$ cat src/rtl/rf_pkg.sv
// ---------------------------------------------------------------------------
// rf_pkg
// Shared definitions for the multi-port register file and its scoreboard:
// default geometry, address/data typedef helpers at the default geometry,
// and the index of the optional hardwired zero register.
// ---------------------------------------------------------------------------
package rf_pkg;

    localparam int DEFAULT_DATA_WIDTH = 8;
    localparam int DEFAULT_NUM_REGS   = 8;
    localparam int DEFAULT_ADDR_WIDTH = $clog2(DEFAULT_NUM_REGS);

    // Register that reads as zero when the zero-register option is enabled.
    localparam int ZERO_REG = 0;

    typedef logic [DEFAULT_ADDR_WIDTH-1:0] rf_addr_t;
    typedef logic [DEFAULT_DATA_WIDTH-1:0] rf_data_t;

endpackage : rf_pkg

$ cat src/rtl/rf_scoreboard.sv
// ---------------------------------------------------------------------------
// rf_scoreboard
// One busy bit per register. A reservation from decode sets the bit; a
// retiring write from either writeback port clears it. When a reservation
// and a clear hit the same register in one cycle the reservation wins,
// because it belongs to the newer producer.
//
// Ports:
//   clk, rst                 clock (rising edge), async active-low reset
//   reserve_en, reserve_reg  set busy[reserve_reg]
//   clr_en0/1, clr_addr0/1   clear busy[clr_addrN] (retiring writes)
//   busy_vec                 registered scoreboard
// ---------------------------------------------------------------------------
module rf_scoreboard
    import rf_pkg::*;
#(
    parameter  int NUM_REGS    = DEFAULT_NUM_REGS,
    parameter  int ZERO_REG_EN = 0,
    localparam int ADDR_WIDTH  = $clog2(NUM_REGS)
) (
    input  logic                  clk,
    input  logic                  rst,
    input  logic                  reserve_en,
    input  logic [ADDR_WIDTH-1:0] reserve_reg,
    input  logic                  clr_en0,
    input  logic [ADDR_WIDTH-1:0] clr_addr0,
    input  logic                  clr_en1,
    input  logic [ADDR_WIDTH-1:0] clr_addr1,
    output logic [NUM_REGS-1:0]   busy_vec
);

    logic [NUM_REGS-1:0] busy_next;

    // NOTE: combinational logic uses blocking '=' and assigns every output a
    // default first, so later statements override earlier ones and no latch
    // is inferred.
    always_comb begin
        busy_next = busy_vec;
        if (clr_en0)    busy_next[clr_addr0]   = 1'b0;
        if (clr_en1)    busy_next[clr_addr1]   = 1'b0;
        // Applied after the clears so a same-cycle reservation survives.
        if (reserve_en) busy_next[reserve_reg] = 1'b1;
        if (ZERO_REG_EN != 0) busy_next[ADDR_WIDTH'(ZERO_REG)] = 1'b0;
    end

    // NOTE: sequential state uses non-blocking '<=' so every flop samples the
    // pre-edge values regardless of statement order.
    always_ff @(posedge clk or negedge rst) begin
        if (!rst) busy_vec <= '0;
        else      busy_vec <= busy_next;
    end

endmodule : rf_scoreboard

$ cat src/rtl/register_file_mp.sv
// ---------------------------------------------------------------------------
// register_file_mp
// Two-read / two-write register file with optional write-to-read bypass,
// optional hardwired zero register and a busy scoreboard for RAW hazard
// detection between decode and writeback.
//
// Ports:
//   clk, rst                    clock (rising edge), async active-low reset
//   we0/we1, waddr0/1, wdata0/1 writeback ports; port 1 wins a collision
//   reserve_en, reserve_reg     mark a register busy (issued producer)
//   raddr0/1                    read addresses
//   rdata0/1                    read data (combinational)
//   rbusy0/1                    addressed register has a pending producer
//   busy_vec                    full registered scoreboard
// ---------------------------------------------------------------------------
module register_file_mp
    import rf_pkg::*;
#(
    parameter  int DATA_WIDTH  = DEFAULT_DATA_WIDTH,
    parameter  int NUM_REGS    = DEFAULT_NUM_REGS,
    parameter  int BYPASS_EN   = 1,
    parameter  int ZERO_REG_EN = 0,
    localparam int ADDR_WIDTH  = $clog2(NUM_REGS)
) (
    input  logic                  clk,
    input  logic                  rst,
    input  logic                  we0,
    input  logic [ADDR_WIDTH-1:0] waddr0,
    input  logic [DATA_WIDTH-1:0] wdata0,
    input  logic                  we1,
    input  logic [ADDR_WIDTH-1:0] waddr1,
    input  logic [DATA_WIDTH-1:0] wdata1,
    input  logic                  reserve_en,
    input  logic [ADDR_WIDTH-1:0] reserve_reg,
    input  logic [ADDR_WIDTH-1:0] raddr0,
    input  logic [ADDR_WIDTH-1:0] raddr1,
    output logic [DATA_WIDTH-1:0] rdata0,
    output logic [DATA_WIDTH-1:0] rdata1,
    output logic                  rbusy0,
    output logic                  rbusy1,
    output logic [NUM_REGS-1:0]   busy_vec
);

    localparam logic [ADDR_WIDTH-1:0] ZERO_ADDR = ADDR_WIDTH'(ZERO_REG);

    logic [DATA_WIDTH-1:0]          regs [NUM_REGS];
    logic [1:0][ADDR_WIDTH-1:0]     raddr;
    logic                           wr0_ok;
    logic                           wr1_ok;

    // A write takes effect only out of reset and never lands on the zero
    // register; the same qualified enables drive bypass and busy clearing.
    assign wr0_ok = rst && we0 && !(ZERO_REG_EN != 0 && waddr0 == ZERO_ADDR);
    assign wr1_ok = rst && we1 && !(ZERO_REG_EN != 0 && waddr1 == ZERO_ADDR);
    assign raddr  = {raddr1, raddr0};

    // NOTE: the storage array is reset because architectural registers must
    // read 0 immediately on reset. Port 1 is written last so it wins a
    // same-address collision. With the zero register enabled, regs[0] is
    // never written and stays constant.
    always_ff @(posedge clk or negedge rst) begin
        if (!rst) begin
            for (int i = 0; i < NUM_REGS; i++) regs[i] <= '0;
        end else begin
            if (wr0_ok) regs[waddr0] <= wdata0;
            if (wr1_ok) regs[waddr1] <= wdata1;
        end
    end

    rf_scoreboard #(
        .NUM_REGS    (NUM_REGS),
        .ZERO_REG_EN (ZERO_REG_EN)
    ) u_scoreboard (
        .clk         (clk),
        .rst         (rst),
        .reserve_en  (reserve_en),
        .reserve_reg (reserve_reg),
        .clr_en0     (wr0_ok),
        .clr_addr0   (waddr0),
        .clr_en1     (wr1_ok),
        .clr_addr1   (waddr1),
        .busy_vec    (busy_vec)
    );

    // Per read port: stored value, optionally overridden by a same-cycle
    // write (port 1 preferred), then masked for the zero register.
    for (genvar p = 0; p < 2; p++) begin : g_rd
        logic                  hit0;
        logic                  hit1;
        logic                  resv_hit;
        logic                  is_zero;
        logic [DATA_WIDTH-1:0] data;
        logic                  busy;

        assign hit0     = (BYPASS_EN != 0) && wr0_ok && (waddr0 == raddr[p]);
        assign hit1     = (BYPASS_EN != 0) && wr1_ok && (waddr1 == raddr[p]);
        assign resv_hit = reserve_en && (reserve_reg == raddr[p]);
        assign is_zero  = (ZERO_REG_EN != 0) && (raddr[p] == ZERO_ADDR);

        always_comb begin
            data = regs[raddr[p]];
            busy = busy_vec[raddr[p]];
            if (hit1)      data = wdata1;
            else if (hit0) data = wdata0;
            // A retiring write hides the stale busy bit unless a newer
            // producer is reserving the same register this cycle.
            if ((hit0 || hit1) && !resv_hit) busy = 1'b0;
            if (is_zero) begin
                data = '0;
                busy = 1'b0;
            end
        end
    end

    assign rdata0 = g_rd[0].data;
    assign rdata1 = g_rd[1].data;
    assign rbusy0 = g_rd[0].busy;
    assign rbusy1 = g_rd[1].busy;

endmodule : register_file_mp

$ cat config.mk
export PLATFORM = sky130hd
export DESIGN_NAME = register_file_mp
export DESIGN_NICKNAME = d
export VERILOG_FILES = /design/src/rtl/rf_pkg.sv /design/src/rtl/rf_scoreboard.sv /design/src/rtl/register_file_mp.sv
export SDC_FILE = /design/constraint.sdc
export NUM_CORES = 1
export LEC_CHECK = 0
export CELL_PAD_IN_SITES_DETAIL_PLACEMENT = 1
export CELL_PAD_IN_SITES_GLOBAL_PLACEMENT = 1
export CORE_MARGIN = 3
export CORE_UTILIZATION = 35
export CTS_CLUSTER_DIAMETER = 100
export DETAILED_ROUTE_END_ITERATION = 10
export GPL_TIMING_DRIVEN = 0
export PLACE_DENSITY = 0.66
export SLEW_MARGIN = 5
export SYNTH_ARGS = -nofsm -noshare
export SYNTH_HDL_FRONTEND = slang
export SYNTH_HIERARCHICAL = 1
export SYNTH_SLANG_ARGS = --single-unit
$ cat constraint.sdc
create_clock -name clk -period 3.2 [get_ports clk]
set_input_delay 0.64 -clock clk [delete_from_list [all_inputs] [get_ports clk]]
set_output_delay 0.64 -clock clk [all_outputs]
set_load 0.01 [all_outputs]
==> out/results.tsv, run 1 <==
metric	value	unit
cellLeakagePower	2.642	nW
cts-htree-levels	3	
slew-limit-headroom	18.45	%
finish.utilization	45.09	%
timing.critical_path.to_type	output port	
antenna_cells_inserted	0	
cp_slowest_stage_delay	550	ps
worst_pin_slew	1214	ps
synth_seq_cells	72	
maxCapViolations	0	
synthesis.instances	499	
pwr_density_cell	565.2	nW/um2
yosysTopAreaCellShare	34.24	%
post-route-period-util	98.07	%
critical_path_peak_fanout	9	
worst_skew_pair_latency	350	ps
totalWireLength	20750	um
clock_sinks	72	
finalCriticalPeriod	3138	ps
crit_required	2560	ps
tritoncts	yes	
final_layout_size_suffix_gt1_share	22.94	%
total_die_area	16540	um2
synth_cell_types	38	
worst_ep_arrival_time	2500	ps
io_pins	62	
syn-cell-area	5263	um2
grt_first_pass_wirelength	31330	um
design.final.nets	602	
outcome	complete, no violations	
root_buffer	clkbuf_16	
placed_area	5941	um2
netlist.top_cell.by_area	dfrtp_1	
footprint_of_the_flip_flops_and_latches	1802	um2
gp_routability_congestion	0.8571	
finClkSkew	0	ps
hpwl	13160	um
number_of_global_route_vias_before_repair	5022	
timing.hold.worst.class	primary input to asynchronous set/reset pin	
vias	4652	
worst_setup_hold_path_clk_slew	60	ps
rows	44	
first_iter_violations	328	
fin_tns_setup	0	ps
max-vdd-ir-drop	298.1	uV
io_buffer_count	43	
layout.cells.most_common	mux2i_1	
postSynthNetCount	535	
cts_inserted_buffers	9	
maximum_operating_frequency	318.7	MHz
setup.worst_path.start_class	primary input	
critPathBufInv	4	
hold_viol_final	0	
crit_path_top_delay_cell	clkdlybuf4s50_1	
drt_pre_antenna_iters	5	
number_of_placed_instances_with_taps_included	727	
non_filler_cell_area_final	6603	um2
yosys_warnings	6	
layout_common_cells	mux2i_1 (82), nand2_1 (74), dfrtp_1 (72)	
drv_slew	0	
final-setup-viol-count	0	
drt.antenna.violating_nets	0	
die_h	128.6	um
dieWidth	128.6	um
timing.critical_path.max_delay_family	buffers and inverters	
via_density	6.162	
grt_util_all_layers	25.87	%
ys_seq_area_share	34.24	%
multiInputGateArea	3276	um2
final.setup.worst_slack	61.86	ps
setup.worst_path.class	primary input to output port	
initial_antenna_violation_count	0	
netlist_top_cells_area	dfrtp_1 (34%), mux2i_1 (16%), mux4_2 (15%), o21ai_0 (6.1%), nand2_1 (5.3%)	
area_growth_syn_to_layout	25.46	%
hold_ws	135.4	ps
globalRouteOverflowTotal	0	
starting_density_of_the_core	35.94	%
power.total	3.732	mW
clockBufferDepth	2	
remaining_drc_errors	0	
cp_cell_sequence	dlygate4sd2_1, buf_4, xnor2_1, nand4_1, buf_6, nand2b_1, a21oi_1, clkdlybuf4s50_1	
routedWlPerCell	27.48	um
grt_max_degree	41	
rsz0062_at_grt	false	
post_layout_nonfiller_instances	755	
core_area	14640	um2
synth.avg_cell_area	10.55	um2
final.fill_count	1584	
dp_worst_setup_slack	-1522	ps
[worst paths after layout]
check | startpoint | end | slack [ps] | cells after the start
worst max-delay path | waddr0[1] | rbusy0 | 60 | 8
worst min-delay path | rst | u_scoreboard/busy_vec[0] | 140 | 1
worst max register to register | regs[48] | regs[48] | 2360 | 2
worst min register to register | u_scoreboard/busy_vec[5] | u_scoreboard/busy_vec[5] | 580 | 1
max in group asynchronous | rst | regs[4] | 2480 | 2
min in group clk | u_scoreboard/busy_vec[5] | u_scoreboard/busy_vec[5] | 580 | 1
[final cells by class]
class | count | share of cell area, %
plain buffers | 47 | 5.477
clock buffers | 11 | 3.676
clock inverters | 5 | 1.933
inverters | 2 | 0.1516
multi-input cells | 378 | 49.61
flip-flops and latches | 72 | 27.29
well taps | 184 | 3.487
repair buffers | 56 | 8.376
[routing by layer]
metal	global-route usage (%)	share of wire (%)
met5	0	0
met4	11.55	3.8
met3	5.313	5.7
met2	43.82	49
met1	31.93	41
[where the power goes]
part           switching, mW  internal, mW  leakage [nW]
Combinational          0.491         0.610          1.59
Clock                  0.429         0.863         0.176
Sequential             0.204          1.14         0.877
Total                   1.12          2.61          2.64
[flip-flops by register name, indices dropped and copies added (netlist names)]
signal,count
u_scoreboard/busy_vec,8
regs,64
[timing repair]
item	in CTS	in global routing
resized for setup	88	22
cloned	3	0
hold buffers	0	0
pin swaps	2	0
setup buffers	9	0
setup endpoints to repair	18	9
[worst reg2reg max path, cell delays in order (launching register included)]
cell	delay, ps
dfrtp_1	400
mux2i_1	150
o21ai_0	120
[cells by family (layout without fill, tap and decap cells)]
family | count (synthesis) | after routing | share of synthesized area (%)
xor+xnor | 18 | 18 | 2.996
buf+inv | 49 | 121 | 4.589
mux | 134 | 134 | 34.57
compound gates | 90 | 90 | 9.320
simple gates | 136 | 136 | 14.29
flops | 72 | 72 | 34.24
[synthesized netlist by cell type, drive strengths merged]
cell / instances
or4: 1
nand4b: 6
mux2: 16
mux4: 36
nor2: 14
dfrtp: 72
or4bb: 6
mux2i: 82
or3: 1
o21ai: 72
or4b: 2
nor2b: 3
or2: 1
nand2b: 6
nand3: 2
nand2: 76
nor4: 3
xnor2: 12
and2: 2
inv: 2
nand4: 6
a32o: 8
a21oi: 10
xor2: 6
clkbuf: 26
nor3: 7
buf: 21
(Power assumes the default switching activity.)
==> run 2: changes to the inputs <==
- CELL_PAD_IN_SITES_DETAIL_PLACEMENT: 1 -> unset
- CELL_PAD_IN_SITES_GLOBAL_PLACEMENT: 1 -> unset
- PLACE_DENSITY: 0.66 -> 0.54
==> run 2 against run 1 <==
Non-clock buffer count grew 1. Wire length down 6.3%. Worst hold slack lost 12 ps. Fmax down 0.17%. Clock-buffer cell count decreased by 1. Die area did not move. Via count decreased by 2.5%. First-iteration DRC count increased by 41%.
==> out/results.tsv, run 2 (synthesis gave the netlist of run 1 again) <==
metric	value	unit
cp_slowest_stage_delay	480	ps
layout_common_cells	mux2i_1 (82), nand2_1 (74), dfrtp_1 (72)	
number_of_global_route_vias_before_repair	4617	
drv_slew	0	
critical_path_peak_fanout	15	
timing.critical_path.max_delay_family	buffers and inverters	
finalCriticalPeriod	3143	ps
cp_cell_sequence	clkdlybuf4s15_2, xor2_2, nor4_4, buf_4, buf_6, nand2b_1, a21oi_1, clkdlybuf4s50_1	
regMostFlops	regs	
clockBufferDepth	2	
cts-htree-levels	3	
timing.hold.worst.class	primary input to asynchronous set/reset pin	
setup.worst_path.class	primary input to output port	
final_layout_size_suffix_gt1_share	22.81	%
clock_sinks	72	
worst_ep_arrival_time	2500	ps
io_pins	62	
initial_antenna_violation_count	0	
die_h	128.6	um
rows	44	
max-vdd-ir-drop	271.7	uV
power.total	3.362	mW
root_buffer	clkbuf_16	
core_area	14640	um2
vias	4536	
design.final.nets	603	
total_die_area	16540	um2
grt_max_degree	39	
worst_setup_hold_path_clk_slew	50	ps
worst_pin_slew	1270	ps
hold_viol_final	0	
cellLeakagePower	2.615	nW
finClkSkew	0	ps
setup.worst_path.start_class	primary input	
fin_tns_setup	0	ps
io_buffer_count	43	
remaining_drc_errors	0	
pwr_density_cell	514.8	nW/um2
grt_first_pass_wirelength	28680	um
grt_util_all_layers	23.79	%
critPathBufInv	4	
largestRegisters	regs: 64 flops, u_scoreboard/busy_vec: 8 flops	
maxCapViolations	0	
area_growth_syn_to_layout	24.11	%
routedWlPerCell	25.77	um
drt_pre_antenna_iters	6	
slew-limit-headroom	14.67	%
crit_required	2560	ps
globalRouteOverflowTotal	0	
cts_inserted_buffers	9	
setup.worst_path.start	waddr1[1]	
hpwl	12110	um
largest_register_ffs	64	
first_iter_violations	462	
layout.cells.most_common	mux2i_1	
gp_routability_congestion	0.8794	
dieWidth	128.6	um
worst_skew_pair_latency	350	ps
timing.critical_path.to_type	output port	
totalWireLength	19430	um
starting_density_of_the_core	35.94	%
tritoncts	yes	
post-route-period-util	98.23	%
crit_path_top_delay_cell	clkdlybuf4s50_1	
via_density	6.016	
outcome	complete, no violations	
final-setup-viol-count	0	
antenna_cells_inserted	0	
rr_startpoint	regs[25]	
drt.antenna.violating_nets	0	
maximum_operating_frequency	318.1	MHz
[run 2: cell count changes in the layout (fill, tap and decap cells not counted), sizes merged, moves of 3 or more]
| cell | previous run | this run |
|---|---|---|
| clkbuf | 40 | 37 |
| dlygate4sd2 | 15 | 19 |
| bufinv | 4 | 0 |
| clkinv | 0 | 3 |
[run 2: layout make-up]
cell class	instances	area [um2]
Multi-Input combinational cell	378	3283
Timing Repair Buffer	58	598.1
Fill cell	1389	8113
Buffer	46	345.3
Inverter	2	11.26
Sequential cell	72	1802
Tap cell	184	230.2
Clock inverter	4	22.52
Clock buffer	10	239.0
[run 2: worst reg2reg max path, stage by stage (launching register included)]
cell	delay [ps]
dfrtp_1	400
mux2i_1	170
o21ai_0	110
[run 2: repair_timing]
action	in CTS	in global routing
hold buffers	0	0
pin swaps	2	0
resized for setup	89	10
cloned	3	0
setup endpoints to repair	18	5
setup buffers	8	3
[run 2: worst paths after layout]
| check | endpoint | slack, ps | cells past startpoint |
|---|---|---|---|
| hold reg to reg | u_scoreboard/busy_vec[5] | 580 | 1 |
| min in group clk | u_scoreboard/busy_vec[5] | 580 | 1 |
| setup / recovery | rbusy0 | 60 | 8 |
| hold / removal | u_scoreboard/busy_vec[0] | 120 | 1 |
| max in group asynchronous | regs[10] | 2510 | 2 |
| setup reg to reg | regs[25] | 2350 | 2 |
[run 2: layer usage]
metal / wire, um / track usage (%) / up-vias
met4: 528 / 8.338 / 0
li1: - / - / 1973
met3: 1649 / 6.808 / 40
met5: 0 / 0 / -
met1: 7995 / 31.11 / 2282
met2: 9260 / 37.97 / 241
[run 2: metrics by stage]
| step | cells | setup slack [ps] | instance area [um2] | util, % | hold WS, ps |
|---|---|---|---|---|---|
| detailed placement | 727 | -1560 | 5941 | 40.57 | 561.5 |
| global placement | 726 | -4276 | 5923 | 40.45 | 565.4 |
| finish | 754 | 56.54 | 6531 | 44.60 | 123.4 |
| floorplan | 499 | 639.9 | 5263 | - | 344.4 |
| CTS | 752 | -8.076 | 6484 | 44.28 | 145.4 |
| global route | 754 | -10.70 | 6531 | 44.60 | 131.6 |
[run 2: power by group]
group | switching (mW) | internal [mW] | total (mW)
Clock | 0.409 | 0.533 | 0.942
Combinational | 0.482 | 0.613 | 1.10
Sequential | 0.190 | 1.14 | 1.33
==> run 3: changes to the inputs <==
- clock period: 3.2 -> 3.4 ns (I/O delays scaled with it)
==> run 3 against run 2 <==
First-iteration DRC count is 1.7% higher. Clock-buffer cell count stayed put. Register-to-register slack better by 190 ps. Non-clock buffer count is 6 lower. Sequential share of layout area is 0.43 points higher. Via count is 0.55% lower. Combinational power is 6% lower. Cell count is 0.80% lower. Highest routed layer unchanged.
==> out/results.tsv, run 3 (synthesis gave the netlist of run 1 again) <==
metric	value	unit
tritoncts	yes	
outcome	complete, no violations	
switchingPower	1.013	mW
reg2reg_setup_slack	2540	ps
rsz0062_at_grt	false	
regMostFlops	regs	
finalCriticalPeriod	3300	ps
hold_viol_final	0	
largestRegisters	regs: 64 flops, u_scoreboard/busy_vec: 8 flops	
setup.worst_path.start_class	primary input	
first_iter_violations	470	
vias	4511	
grt_max_degree	39	
post-route-period-util	97.07	%
number_of_placed_instances_with_taps_included	727	
final_layout_size_suffix_gt1_share	21.45	%
r2r.worst_path.cells	2	
non_filler_cell_area_final	6431	um2
post_layout_nonfiller_instances	748	
cp_cell_sequence	dlygate4sd2_1, buf_8, buf_4, mux4_2, mux2_2, mux2i_1, o21ai_0, dlygate4sd2_1	
cellLeakagePower	2.615	nW
hpwl	12110	um
layout_common_cells	mux2i_1 (82), nand2_1 (74), dfrtp_1 (72)	
cts_inserted_buffers	9	
power.share.sequential	39.4	%
critical_path_peak_fanout	6	
routedWlPerCell	25.60	um
max-vdd-ir-drop	262.6	uV
largest_register_ffs	64	
final-setup-viol-count	0	
cell_internal_pwr	2.151	mW
grt_first_pass_wirelength	28360	um
fin_tns_setup	0	ps
pwr_density_cell	491.9	nW/um2
gp_routability_congestion	0.8794	
power_frac_clock	28.0	%
number_of_global_route_vias_before_repair	4573	
antenna_cells_inserted	0	
p_comb_share	32.6	%
dieWidth	128.6	um
drt.antenna.violating_nets	0	
cp_slowest_stage_delay	490	ps
io_buffer_count	43	
initial_antenna_violation_count	0	
grt_util_all_layers	23.47	%
setup.worst_path.class	primary input to output port	
via_density	6.031	
maximum_operating_frequency	303.0	MHz
slew-limit-headroom	12.94	%
io_pins	62	
clock_sinks	72	
power.share.switching	32.01	%
area_growth_syn_to_layout	22.21	%
placed_area	5941	um2
rows	44	
crit_top_cell	dlygate4sd2_1	
rr_startpoint	regs[25]	
totalWireLength	19150	um
crit_path_top_delay_cell	mux4_2	
drt_pre_antenna_iters	6	
die_h	128.6	um
drv_slew	0	
total_die_area	16540	um2
clockBufferDepth	2	
root_buffer	clkbuf_16	
finClkSkew	0	ps
r2r-end	regs[25]	
cts-htree-levels	3	
worst_setup_hold_path_clk_slew	50	ps
timing.hold.worst.class	primary input to asynchronous set/reset pin	
starting_density_of_the_core	35.94	%
timing.critical_path.to_type	output port	
worst_pin_slew	1296	ps
hold_ws	181.5	ps
globalRouteOverflowTotal	0	
maxCapViolations	0	
layout.cells.most_common	mux2i_1	
worst_skew_pair_latency	350	ps
remaining_drc_errors	0	
power.total	3.164	mW
crit_required	2720	ps
worst_ep_arrival_time	2620	ps
design.final.nets	597	
core_area	14640	um2
-- run 3: cell types whose count changed in the layout (fill, tap and decap cells not counted), moves of 3 or more --
cell            previous run  this run
buf_6                     10         6
dlygate4sd2_1             19        12
dlymetal6s2s_1             2         8
xor2_1                     0         3
xor2_2                     6         3
-- run 3: repair_timing --
action,4_1_cts,5_1_grt
endpoints found under the setup margin,18,9
hold buffers,0,0
setup buffers,6,0
resized for setup,65,16
pin swaps,2,1
cloned,2,0
-- run 3: worst max-delay path by stage --
stage | from | to | slack (ps) | cells past startpoint
floorplan | raddr0[0] | rdata0[5] | 760 | 6
global placement | rst | rdata1[4] | -4160 | 7
detailed placement | waddr1[2] | rdata1[4] | -1440 | 8
CTS | we1 | rbusy1 | 3 | 8
global route | raddr0[2] | rdata0[4] | 7 | 8
finish | raddr0[2] | rdata0[4] | 100 | 8
-- run 3: layout make-up --
cell class / instances / area, um2
multi-input combinational: 378 / 3261
sequential: 72 / 1802
tap: 184 / 230.2
timing repair buffer: 51 / 545.5
fill: 1394 / 8213
buffer: 47 / 320.3
inverter: 2 / 11.26
clock buffer: 10 / 239.0
clock inverter: 4 / 22.52
-- run 3: metal layers --
layer  global-route usage [%]  vias up  share of wire [%]  wire (um)
li1                         -     1969                  -          -
met1                    30.72     2278                 42       7970
met2                    37.63      230                 48       9229
met3                    6.891       34                8.0       1523
met4                    7.536        0                2.2        429
met5                        0        -                  0          0
-- run 3: stage by stage --
stage	util (%)	worst slack, ps
2_1_floorplan	-	759.9
3_3_place_gp	40.45	-4156
3_5_place_dp	40.57	-1440
4_1_cts	43.76	3.073
5_1_grt	43.92	6.976
6_report	43.92	99.57
-- run 3: critical path: cells and delay by family --
kind	cells	cell delay, ps
AOI/OAI and AO/OA	1	130
muxes	3	890
buffers and inverters	4	920
-- run 3: power groups by stage --
stage                     Combinational [mW]  Sequential, mW  Clock (mW)
after floorplan                        0.664            1.20           0
after global placement                  1.01            1.24           0
after detailed placement                1.03            1.25           0
after CTS                               1.04            1.24       0.890
after global routing                    1.12            1.27       0.933
final                                   1.03            1.25       0.886
